===== config.mk =====
export PLATFORM = sky130hd
export DESIGN_NAME = regbank_arbiter
export DESIGN_NICKNAME = d
export VERILOG_FILES = /design/src/rtl/regbank_arbiter.sv
export SDC_FILE = /design/constraint.sdc
export NUM_CORES = 1
export LEC_CHECK = 0
export ABC_AREA = 1
export ABC_CLOCK_PERIOD_IN_PS = 1500
export CAP_MARGIN = 40
export CORE_MARGIN = 3
export CORE_UTILIZATION = 45
export CTS_CLUSTER_SIZE = 12
export DETAILED_ROUTE_END_ITERATION = 10
export PLACE_DENSITY = 0.77
export SYNTH_ARGS = -nofsm -noshare
export SYNTH_HDL_FRONTEND = slang
export SYNTH_SLANG_ARGS = --single-unit

===== constraint.sdc =====
create_clock -name clk -period 1.5 [get_ports clk]
set_input_delay 0.15 -clock clk [delete_from_list [all_inputs] [get_ports clk]]
set_output_delay 0.15 -clock clk [all_outputs]
set_load 0.03 [all_outputs]

===== src/rtl/regbank_arbiter.sv =====
// Arbiter sharing one synchronous-read register bank port between the FSMC bus slave and an internal requester.
// Define ARB_STATS_EN to build the saturating conflict counter behind stat_conflicts.
module regbank_arbiter #(
  parameter int ADRW   = 4,
  parameter int DATW   = 8,
  parameter int STARVE = 4
) (
  input  logic            clk,
  input  logic            nrst,
  input  logic            bus_do_read,
  input  logic            bus_do_write,
  input  logic [ADRW-1:0] bus_adr,
  input  logic [DATW-1:0] bus_w_data,
  output logic [DATW-1:0] bus_r_data,
  output logic            bus_rvalid,
  input  logic            int_req,
  input  logic            int_we,
  input  logic [ADRW-1:0] int_adr,
  input  logic [DATW-1:0] int_wdata,
  output logic            int_gnt,
  output logic [DATW-1:0] int_rdata,
  output logic            int_rvalid,
  output logic            reg_en,
  output logic            reg_we,
  output logic [ADRW-1:0] reg_adr,
  output logic [DATW-1:0] reg_wdata,
  input  logic [DATW-1:0] reg_rdata,
  output logic [7:0]      stat_conflicts
);

  localparam logic [3:0] STARVE_LIM = 4'(STARVE);

  logic            park_full;
  logic            park_we;
  logic [ADRW-1:0] park_adr;
  logic [DATW-1:0] park_wdata;
  logic [3:0]      wait_cnt;

  logic            fresh;
  logic            starved;
  logic            issue;
  logic            sel_int;
  logic            sel_we;
  logic [ADRW-1:0] sel_adr;
  logic [DATW-1:0] sel_wdata;
  logic            park_load;
  logic            grant;

  logic            p1_rd;
  logic            p1_int;
  logic            p2_rd;
  logic            p2_int;

  // Priority: parked strobe, starved internal, fresh strobe, internal.
  always_comb begin
    fresh     = bus_do_read | bus_do_write;
    starved   = (wait_cnt >= STARVE_LIM);
    issue     = 1'b0;
    sel_int   = 1'b0;
    sel_we    = 1'b0;
    sel_adr   = bus_adr;
    sel_wdata = bus_w_data;
    park_load = 1'b0;
    if (park_full) begin
      issue     = 1'b1;
      sel_we    = park_we;
      sel_adr   = park_adr;
      sel_wdata = park_wdata;
      park_load = fresh;
    end else if (int_req && starved) begin
      issue     = 1'b1;
      sel_int   = 1'b1;
      sel_we    = int_we;
      sel_adr   = int_adr;
      sel_wdata = int_wdata;
      park_load = fresh;
    end else if (fresh) begin
      issue     = 1'b1;
      sel_we    = bus_do_write;
    end else if (int_req) begin
      issue     = 1'b1;
      sel_int   = 1'b1;
      sel_we    = int_we;
      sel_adr   = int_adr;
      sel_wdata = int_wdata;
    end
    grant = issue & sel_int;
  end

  assign int_gnt = grant & nrst;

  // A parked entry always issues the cycle after capture, so it is full only while refilled.
  always_ff @(posedge clk or negedge nrst) begin
    if (!nrst) begin
      park_full  <= 1'b0;
      park_we    <= 1'b0;
      park_adr   <= '0;
      park_wdata <= '0;
    end else begin
      park_full <= park_load;
      if (park_load) begin
        park_we    <= bus_do_write;
        park_adr   <= bus_adr;
        park_wdata <= bus_w_data;
      end
    end
  end

  always_ff @(posedge clk or negedge nrst) begin
    if (!nrst) begin
      wait_cnt <= '0;
    end else if (int_req && !grant) begin
      if (wait_cnt != 4'hF) wait_cnt <= wait_cnt + 4'd1;
    end else begin
      wait_cnt <= '0;
    end
  end

  always_ff @(posedge clk or negedge nrst) begin
    if (!nrst) begin
      reg_en    <= 1'b0;
      reg_we    <= 1'b0;
      reg_adr   <= '0;
      reg_wdata <= '0;
      p1_rd     <= 1'b0;
      p1_int    <= 1'b0;
      p2_rd     <= 1'b0;
      p2_int    <= 1'b0;
    end else begin
      reg_en <= issue;
      reg_we <= issue & sel_we;
      if (issue) begin
        reg_adr   <= sel_adr;
        reg_wdata <= sel_wdata;
      end
      p1_rd  <= issue & ~sel_we;
      p1_int <= sel_int;
      p2_rd  <= p1_rd;
      p2_int <= p1_int;
    end
  end

  // Stage 2 lines up with reg_rdata being valid; route it to the tagged owner.
  always_ff @(posedge clk or negedge nrst) begin
    if (!nrst) begin
      bus_r_data <= '0;
      bus_rvalid <= 1'b0;
      int_rdata  <= '0;
      int_rvalid <= 1'b0;
    end else begin
      bus_rvalid <= p2_rd & ~p2_int;
      int_rvalid <= p2_rd & p2_int;
      if (p2_rd && !p2_int) bus_r_data <= reg_rdata;
      if (p2_rd && p2_int)  int_rdata  <= reg_rdata;
    end
  end

`ifdef ARB_STATS_EN
  logic conflict;
  assign conflict = int_req & issue & ~sel_int;

  always_ff @(posedge clk or negedge nrst) begin
    if (!nrst) begin
      stat_conflicts <= '0;
    end else if (conflict && stat_conflicts != 8'hFF) begin
      stat_conflicts <= stat_conflicts + 8'd1;
    end
  end
`else
  assign stat_conflicts = 8'd0;
`endif

endmodule


Word level (Yosys, flattened, before mapping):

Index checks and enable logic that the tools add are counted.

* word-level logic and storage cells: 59
* register bits after elaboration: 54
* bits of input ports: 38
* output and inout port bits: 41

* $add $sub $neg: 1
* reductions and logical operators: 6
* bitwise operators: 9
* mux-type cells: 23
* equality and inequality tests: 2
* $lt $le $gt $ge: 1

Operators with widths (number)
* 8-bit 2-to-1 mux: 4
* 4-bit 2-to-1 mux: 6
* 1-bit 2-to-1 mux: 13
* 1-bit AND: 6
* 4-bit by 1-bit adder with 4-bit output (second input constant): 1
* 4-bit by 3-bit greater-or-equal comparator with 1-bit output (second input constant): 1
* 1-bit logical AND: 4
* 4-bit inequality test (second input constant): 1
* 1-bit logical NOT: 2
* 2-bit by 1-bit inequality test with 1-bit output (second input constant): 1
* 1-bit inverter: 2
* 1-bit bitwise OR: 1

Depth between registers and ports, before layout:

Gate-level depths: netlist (run 1).

* depth in word-level cells: 8
* mapped depth: 8
* depth with buffers taken out: 7

Worst setup path before layout (run 1):

OpenSTA, ideal clock, no wires.

* path type: reg-to-output
* start: reg wait_cnt[2]
* end: out int_gnt
* path slack: -0.067 ns
* required time: 1.350 ns
* stages on the path, launching flop included: 5
* arrival: 1.417 ns
* path through: dfrtp_1 nor2_1 nand2_1 nand2_1 nor3b_1

* longest elaborated chain between the ends: 6
* elaborated cells on any way between the ends: 8
* classes of those cells: order compare (1); mux (4); bitwise (2); reduce/logical (1)

RTL lines
* start, declared: RTL line 37 `logic [3:0] wait_cnt;`
* start signal, assigned: RTL line 113 `if (wait_cnt != 4'hF) wait_cnt <= wait_cnt + 4'd1;`
* 4-bit by 3-bit greater-or-equal comparator with 1-bit output *: RTL line 57 `starved = (wait_cnt >= STARVE_LIM);`
* 1-bit logical AND *: RTL line 70 `end else if (int_req && starved) begin`
* 1-bit 2-to-1 mux: RTL line 70
* 1-bit 2-to-1 mux: RTL line 64 `if (park_full) begin`
* 1-bit AND *: RTL line 87 `grant = issue & sel_int;`
* 1-bit AND *: RTL line 90 `assign int_gnt = grant & nrst;`
* end, declared: RTL line 20 `output logic int_gnt,`

Mark *: on every way between the ends. The rest lies on a longest branch, timed or not.

Worst setup path after layout (run 1):

* start: reg int_rvalid
* end: out int_rvalid

RTL lines
* start, declared: RTL line 22 `output logic int_rvalid,`
* start signal, assigned: RTL line 152 `int_rvalid <= p2_rd & p2_int;`

No word-level cell between the ends.

==> results of run 1 <==
routing by layer:
layer	wire length [um]	track usage	vias up	part of all wire
li1	-	-	1043	-
met1	2570	0.265	977	0.45
met2	2650	0.315	90	0.46
met3	395	0.0316	11	0.069
met4	112	0.0422	0	0.020
met5	0	0	-	0
metrics by stage:
step | hold WS [ns] | setup TNS, ns | setup WS [ns]
detailed placement | 0.184 | -0.122 | -0.0340
finish | 0.367 | 0 | 0.0383
global placement | 0.185 | 0 | 0.0226
global route | 0.376 | 0 | 0.00228
CTS | 0.375 | 0 | 0.00195
floorplan | -0.146 | 0 | 0.217
synthesized netlist by cell type:
cell and n:
a21oi_1 15, buf_2 4, buf_4 10, buf_6 5, buf_8 1, clkbuf_1 2
conb_1 1, dfrtp_1 54, ha_1 1, inv_1 28, inv_2 1, nand2_1 72
nand2_4 1, nand3_1 41, nand4_1 2, nor2_1 5, nor2_8 1, nor3b_1 1
o21ai_0 17, o21ai_1 13, o21ai_2 1, or2_4 1, xnor2_1 1, xor2_1 2
worst paths after layout:
path | from | to | slack (ns) | cells after the start
max in group asynchronous | nrst | wait_cnt[3]$_DFFE_PN0P_ | 0.76 | 3
min reg2reg | p1_int$_DFF_PN0_ | p2_int$_DFF_PN0_ | 0.37 | 0
min in group asynchronous | nrst | bus_r_data[3]$_DFFE_PN0P_ | 0.38 | 3
max reg2reg | wait_cnt[3]$_DFFE_PN0P_ | p1_rd$_DFF_PN0_ | 0.17 | 6
min | int_req | p1_int$_DFF_PN0_ | 0.37 | 4
max | int_rvalid$_DFF_PN0_ | int_rvalid | 0.04 | 1
worst register-to-register path: stages (launching register included):
cell and delay [ns]:
dfrtp_2 0.43, buf_4 0.16, o21ai_2 0.15, buf_4 0.22
nand3_1 0.11, nand3_1 0.12, nor2_1 0.05
state kept, by name, summed over array words and instances, names as in the netlist, 4 cells and up:
signal,flops
reg_adr,4
bus_r_data,8
park_wdata,8
wait_cnt,4
park_adr,4
reg_wdata,8
int_rdata,8
timing repair:
action	CTS	global route
buffers inserted	2	0
hold buffers	1	0
endpoints found under the setup margin	13	18
gates resized for setup	14	20
pin swaps	0	1
endpoints found under the hold margin	54	0
power breakdown:
group	leakage (uW)	internal (uW)	total, uW	switching, uW
Clock	0.0000478	381	873	492
Sequential	0.000660	1880	2060	182
Combinational	0.00114	699	1810	1110
Total	0.00185	2960	4740	1780
kinds of logic after synthesis:
logic type | Yosys count
buffers and inverters | 51
DFF | 54
AOI/OAI and AO/OA | 46
other | 1
xor gates and xnor gates | 3
and+or+nand+nor | 124
adders and majority gates | 1
final cells by class:
| class | count | area [sq um] |
|---|---|---|
| Clock inverter | 2 | 16.3 |
| Timing Repair Buffer | 89 | 906 |
| Clock buffer | 6 | 82.6 |
| Multi-Input combinational cell | 182 | 865 |
| Inverter | 29 | 109 |
| Fill cell | 446 | 1790 |
| Sequential cell | 54 | 1350 |
| Tap cell | 70 | 87.6 |
==> flow_metrics.py, run 1 <==
metrics = {
    "detailed_routing": {
        "drtIter0Drc": 141,
        "wl_per_cell_um": 13.3,
        "dr.pass1.iters": 4,
        "drc": 0,
        "viasPerCell": 4.91,
        "wl_um": 5730,
        "ant_nets": 0,
        "vias": 2121,
    },
    "worst_setup_path": {
        "cp_cell_sequence": "clkdlybuf4s50_1",
        "cp_max_fo": 1,
        "slowest_delay_ns": 0.67,
        "arrival_ns": 1.31,
        "path_class": "reg -> out",
        "cpMaxStageDelayCell": "clkdlybuf4s50_1",
        "path_buf_inv": 1,
        "cp_data_required_time_ns": 1.35,
        "cp_top_family": "buffers and inverters",
        "cp-start-kind": "register",
        "end_kind": "output port",
    },
    "synth": {
        "synthSimpleGateAreaFrac": 0.225,
        "synth.avg_cell_area_sq_um": 8.80,
        "synth.top_cell.area_share": 0.548,
        "synth_cells": 280,
        "muxShareOfSynthArea": 0,
        "synth-compound-area-share": 0.0949,
        "ys_seq_area_frac": 0.548,
        "ys_seq_elements": 54,
        "synthTopCellsByArea": "dfrtp_1 (55%), nand2_1 (11%), nand3_1 (8.3%), inv_1 (4.3%), o21ai_0 (3.5%)",
        "yosys_warnings": 0,
        "yosysUniqueCellTypes": 24,
        "synth_top_family_by_area": "simple AND/OR/NAND/NOR gates",
        "synth_xor_area_frac": 0.0107,
        "synth_top_cell_by_area": "dfrtp_1",
        "synth_fa_ha_area_frac": 0.00508,
        "syn_area_sq_um": 2460,
    },
    "clock_tree": {
        "root_buffer": "clkbuf_8",
        "cts_max_level": 2,
        "numCtsBuffers": 5,
        "clk_pin_slew_ns": 0.10,
        "clk_latency_ns": 0.30,
        "clkSinkCount": 54,
        "clock_path_buffers": 2,
        "tritoncts": "yes",
    },
    "sta": {
        "period_minus_slack_ns": 1.46,
        "hold_viol_final": 0,
        "rsz0062_at_grt": "false",
        "max_freq_mhz": 684,
        "period_share": 0.974,
        "fin_skew_ns": 0.00204,
        "slew_violations": 0,
        "setup_viol": 0,
    },
    "die": {
        "die_x_um": 80.0,
        "core_area_sq_um": 5200,
        "rows": 26,
        "die_area_sq_um": 6400,
        "die_y_um": 80.0,
        "initial_utilization": 0.474,
        "pin_count": 79,
    },
    "layout": {
        "final_common_cell": "nand2_1",
        "stdcell_count": 432,
        "syn2layout_area_growth_pct": 38.7,
        "antennaDiodeCount": 0,
        "nets": 400,
        "final_cell_mix": "nand2_1 (71), dfrtp_1 (52), nand3_1 (41), clkdlybuf4s50_1 (38), inv_1 (27)",
        "final_area_sq_um": 3420,
        "finish.utilization": 0.657,
        "layout-drive-gt1-share": 0.105,
    },
    "placed_design": {
        "placed_cell_area_sq_um": 3260,
        "dp_cells": 421,
        "gp_congestion": 0.858,
        "io_buffer_count": 70,
        "dp_hpwl_um": 4120,
    },
    "power": {
        "power_uw": 4740,
        "p_leak_uw": 0.00185,
        "max-vdd-ir-drop_v": 0.000726,
        "powerDensity_nw_per_um2": 1390,
    },
    "global_routing": {
        "grt_usage": 0.191,
        "grt_max_degree": 33,
        "grt_pass1_vias": 2149,
        "grt_pass1_wl_um": 9670,
        "grt-ovfl-total": 0,
        "antenna_found_initial": 0,
    },
    "worst_hold_path": {
        "hold_path_class": "in -> reg",
    },
    "job": {
        "max_cap_viol_count": 0,
    },
    "run_status": {
        "run_status": "completed",
    },
}
(Power assumes the default switching activity.)
==> run 2, diff against run 1 <==
PLACE_DENSITY = 0.78   (was 0.77)
==> run 2 against run 1 <==
Against the previous run:
- the run now ends with negative hold slack left
- via count fell by 0.24%
- design area rose by 0.26%
- cell count fell by 0.23%
- die area did not move
- fmax fell by 0.24%
- register-to-register slack got worse by 0.07 ns
- clock skew rose by 0.0060 ns
- hold slack got worse by 0.39 ns
- sequential cell count did not move
- clock-buffer cell count did not move
- worst setup slack got worse by 0.0035 ns
- critical path type unchanged
- largest cell class unchanged
- largest power group unchanged
- highest routed layer unchanged
==> flow_metrics.py, run 2 (same netlist as run 1, synthesis figures left out) <==
metrics = {
    "run_status": {
        "run_status": "finished with violations",
        "violations": "negative hold slack",
    },
    "clock_tree": {
        "postCtsHoldBufs": 0,
        "clk_latency_ns": 0.30,
        "clock_path_buffers": 2,
        "numCtsBuffers": 5,
        "clkSinkCount": 54,
        "tritoncts": "yes",
        "root_buffer": "clkbuf_8",
        "clk_pin_slew_ns": 0.09,
        "cts_max_level": 2,
    },
    "power": {
        "max-vdd-ir-drop_v": 0.000753,
        "powerDensity_nw_per_um2": 1360,
        "p_leak_uw": 0.00190,
    },
    "worst_setup_path": {
        "cp_max_fo": 2,
        "reg2reg_depth": 8,
        "cp_num_cells": 1,
        "cp_top_family": "buffers and inverters",
        "cp-start-kind": "register",
        "arrival_ns": 1.32,
        "end_kind": "output port",
        "cp_cell_sequence": "clkdlybuf4s50_1",
        "cpMaxStageDelayCell": "clkdlybuf4s50_1",
        "r2r_start": "wait_cnt[3]$_DFFE_PN0P_",
        "r2r_setup_slack_ns": 0.10,
        "path_buf_inv": 1,
        "cp_data_required_time_ns": 1.35,
        "slowest_delay_ns": 0.67,
        "r2r-end": "park_adr[2]$_DFFE_PN0P_",
        "path_class": "reg -> out",
    },
    "sta": {
        "max_freq_mhz": 683,
        "setup_viol": 0,
        "rsz0062_at_grt": "true",
        "fin_skew_ns": 0.00800,
        "slew_violations": 0,
        "period_minus_slack_ns": 1.47,
        "period_share": 0.977,
        "hold_viol_final": 35,
        "worst_slack_ns": 0.0348,
        "relSlewSlack": 0.561,
        "worstMarginPinSlew_ns": 0.659,
        "hold_ws_ns": -0.0211,
    },
    "placed_design": {
        "io_buffer_count": 70,
        "pre_cts_ws_ns": -0.0199,
        "dp_hpwl_um": 3880,
        "dp_cells": 420,
        "gp_congestion": 0.923,
    },
    "layout": {
        "stdcell_count": 431,
        "nets": 400,
        "syn2layout_area_growth_pct": 39.1,
        "final.fill_count": 456,
        "final_cell_mix": "nand2_1 (70), dfrtp_1 (52), nand3_1 (41), clkdlybuf4s50_1 (39), inv_1 (27)",
        "antennaDiodeCount": 0,
        "layout-drive-gt1-share": 0.105,
        "final_common_cell": "nand2_1",
    },
    "detailed_routing": {
        "drc": 0,
        "wl_per_cell_um": 12.7,
        "drtIter0Drc": 126,
        "ant_nets": 0,
        "wl_um": 5480,
        "viasPerCell": 4.91,
        "vias": 2116,
        "dr.pass1.iters": 4,
    },
    "job": {
        "max_cap_viol_count": 0,
    },
    "die": {
        "pin_count": 79,
        "die_y_um": 80.0,
        "rows": 26,
        "die_x_um": 80.0,
        "die_area_sq_um": 6400,
        "initial_utilization": 0.474,
        "core_area_sq_um": 5200,
    },
    "global_routing": {
        "grt_max_degree": 55,
        "antenna_found_initial": 0,
        "grt_usage": 0.181,
        "grt_pass1_wl_um": 9200,
        "grt-ovfl-total": 0,
        "grt_pass1_vias": 2139,
    },
    "worst_hold_path": {
        "hold_path_class": "in -> async",
    },
}
[run 2: cell count changes in the layout (fill, tap and decap cells not counted)]
cell	before	now
dlygate4sd2_1	12	4
dlymetal6s2s_1	18	25
buf_4	16	17
clkbuf_1	0	1
clkbuf_8	6	5
clkdlybuf4s50_1	38	39
dlygate4sd3_1	1	0
inv_6	1	0
nand2_1	71	70
nand2_2	1	2
[run 2: worst max-delay path by stage]
stage                     slack (ns)                      start                  endpoint
final                           0.03  bus_r_data[7]$_DFFE_PN0P_             bus_r_data[7]
after global routing           -0.06    wait_cnt[3]$_DFFE_PN0P_                   int_gnt
after CTS                      -0.03    wait_cnt[2]$_DFFE_PN0P_                   int_gnt
after detailed placement       -0.02                    int_req  reg_wdata[4]$_DFFE_PN0P_
after global placement         -0.01                    int_req    reg_adr[0]$_DFFE_PN0P_
after floorplan                 0.22    wait_cnt[2]$_DFFE_PN0P_                   int_gnt
[run 2: per-stage QoR]
step | setup TNS [ns] | utilization | power [uW] | instance area [sq um]
floorplan | 0 | - | 3190 | 2500
global placement | -0.0291 | 0.625 | 3930 | 3250
detailed placement | -0.152 | 0.625 | 3970 | 3250
CTS | -0.0270 | 0.640 | 4720 | 3330
global route | -0.0620 | 0.659 | 4990 | 3430
finish | 0 | 0.659 | 4660 | 3430
[run 2: power by group]
group          total, uW  leakage, uW  switching (uW)  internal (uW)
registers           2060     0.000660             184           1880
logic               1830      0.00120            1100            730
clock network        767    0.0000373             446            321
total               4660      0.00190            1730           2930
[run 2: worst reg2reg max path, delay by kind of cell, from the launching register on]
kind,cells,cell delay [ns]
AO/OA/AOI/OAI,2,0.25
buffers and inverters,3,0.34
AND/OR/NAND/NOR,3,0.24
flip-flops,1,0.45
[run 2: layout make-up]
cell class	instances	area, sq um	share of cell area
Sequential cell	54	1350	0.395
Clock buffer	6	72.6	0.0212
Timing Repair Buffer	89	931	0.272
Inverter	29	109	0.0318
Multi-Input combinational cell	182	867	0.253
Clock inverter	1	7.51	0.00219
Tap cell	70	87.6	0.0255
[run 2: what timing repair did]
action | in CTS | in global routing
buffers inserted | 0 | 4
setup endpoints to repair | 5 | 25
gates resized for setup | 6 | 28
pin swaps | 0 | 2
[run 2: metal layers]
layer  up-vias  track usage  routed length (um)
li1       1045            -                   -
met1       979        0.244                2500
met2        83        0.286                2500
met3         9       0.0418                 421
met4         0       0.0676                  57
met5         -            0                   0
==> run 3, diff against run 2 <==
PLACE_DENSITY = 0.74   (was 0.78)
==> run 3 against run 2 <==
Against the previous run:
- the run still ends with negative hold slack left
- clock skew barely moved
- clock power rose by 26%
- combinational power barely moved
- hold slack improved by 0.012 ns
- largest cell class unchanged
==> flow_metrics.py, run 3 (same netlist as run 1, synthesis figures left out) <==
metrics = {
    "global_routing": {
        "grt_pass1_wl_um": 9000,
        "antenna_found_initial": 0,
        "grt_max_degree": 55,
        "grt-ovfl-total": 0,
        "grt_pass1_vias": 1977,
        "grt_usage": 0.177,
    },
    "detailed_routing": {
        "dr.pass1.iters": 4,
        "viasPerCell": 4.79,
        "drtIter0Drc": 96,
        "vias": 2055,
        "wl_um": 5450,
        "drc": 0,
        "wl_per_cell_um": 12.7,
        "ant_nets": 0,
    },
    "die": {
        "die_area_sq_um": 6400,
        "pin_count": 79,
        "die_x_um": 80.0,
        "core_area_sq_um": 5200,
        "initial_utilization": 0.474,
        "die_y_um": 80.0,
        "rows": 26,
    },
    "layout": {
        "nets": 398,
        "antennaDiodeCount": 0,
        "final_cell_mix": "nand2_1 (71), dfrtp_1 (52), clkdlybuf4s50_1 (42), nand3_1 (41), inv_1 (26)",
        "syn2layout_area_growth_pct": 38.7,
        "stdcell_count": 429,
        "final_area_sq_um": 3420,
        "final.fill_count": 451,
        "finish.utilization": 0.657,
        "final_common_cell": "nand2_1",
        "layout-drive-gt1-share": 0.103,
    },
    "power": {
        "p_leak_uw": 0.00186,
        "max-vdd-ir-drop_v": 0.000611,
        "powerDensity_nw_per_um2": 1420,
    },
    "sta": {
        "period_share": 0.978,
        "setup_viol": 0,
        "max_freq_mhz": 682,
        "rsz0062_at_grt": "true",
        "period_minus_slack_ns": 1.47,
        "worstMarginPinSlew_ns": 0.649,
        "slew_violations": 0,
        "fin_skew_ns": 0.00787,
        "relSlewSlack": 0.568,
        "fin_setup_tns_ns": 0,
        "hold_ws_ns": -0.00886,
        "hold_viol_final": 13,
    },
    "placed_design": {
        "placed_cell_area_sq_um": 3220,
        "gp_congestion": 0.843,
        "dp_cells": 417,
        "io_buffer_count": 70,
        "dp_hpwl_um": 3750,
    },
    "run_status": {
        "run_status": "finished with violations",
        "violations": "negative hold slack",
    },
    "worst_setup_path": {
        "arrival_ns": 1.32,
        "cp_cell_sequence": "clkdlybuf4s50_1",
        "cp_top_family": "buffers and inverters",
        "cp_data_required_time_ns": 1.35,
        "cpMaxStageDelayCell": "clkdlybuf4s50_1",
        "slowest_delay_ns": 0.67,
        "path_buf_inv": 1,
        "path_class": "reg -> out",
        "cp-start-kind": "register",
        "end_kind": "output port",
        "cp_max_fo": 2,
    },
    "clock_tree": {
        "postCtsHoldBufs": 0,
        "numCtsBuffers": 5,
        "root_buffer": "clkbuf_8",
        "tritoncts": "yes",
        "cts_max_level": 2,
        "clkSinkCount": 54,
        "clk_pin_slew_ns": 0.09,
        "clk_latency_ns": 0.29,
        "clock_path_buffers": 2,
    },
    "worst_hold_path": {
        "hold_path_class": "in -> async",
    },
    "job": {
        "max_cap_viol_count": 0,
    },
}
-- run 3: timing repair --
item	4_1_cts	5_1_grt
gates resized for setup	9	23
buffers inserted	0	5
endpoints found under the setup margin	7	21
hold endpoints to repair	0	0
-- run 3: final timing paths --
kind	startpoint	to	slack [ns]	cells after the start
max	int_rdata[3]$_DFFE_PN0P_	int_rdata[3]	0.03	1
max reg2reg	wait_cnt[2]$_DFFE_PN0P_	park_wdata[2]$_DFFE_PN0P_	0.18	8
min	nrst	wait_cnt[0]$_DFFE_PN0P_	-0.009	2
max in group asynchronous	nrst	wait_cnt[3]$_DFFE_PN0P_	1.05	2
min reg2reg	p1_rd$_DFF_PN0_	p2_rd$_DFF_PN0_	0.36	0
min in group clk	p1_rd$_DFF_PN0_	p2_rd$_DFF_PN0_	0.36	0
-- run 3: layout make-up --
class,count,area [sq um],area share
Clock buffer,6,82.6,0.0241
Clock inverter,1,30.0,0.00878
Inverter,29,109,0.0318
Multi-Input combinational cell,182,865,0.253
Sequential cell,54,1350,0.396
Tap cell,70,87.6,0.0256
Timing Repair Buffer,87,892,0.261
-- run 3: routing by layer --
metal | up-vias | GRT usage | share of wire
met1 | 930 | 0.231 | 0.45
met4 | 0 | 0.0439 | 0.0035
met2 | 84 | 0.291 | 0.46
met3 | 2 | 0.0508 | 0.084
met5 | - | 0 | 0
li1 | 1039 | - | -
-- run 3: report_power, final --
group	switching (uW)	leakage [uW]	internal, uW	total [uW]
Combinational	1100	0.00114	721	1820
Sequential	180	0.000660	1880	2060
Clock	429	0.0000573	534	964
-- run 3: through the flow --
step	setup slack (ns)	total power, uW
2_1_floorplan	0.217	3190
3_3_place_gp	0.00119	3930
3_5_place_dp	-0.0329	3970
4_1_cts	0.00283	4910
5_1_grt	-0.0326	5180
6_report	0.0332	4850
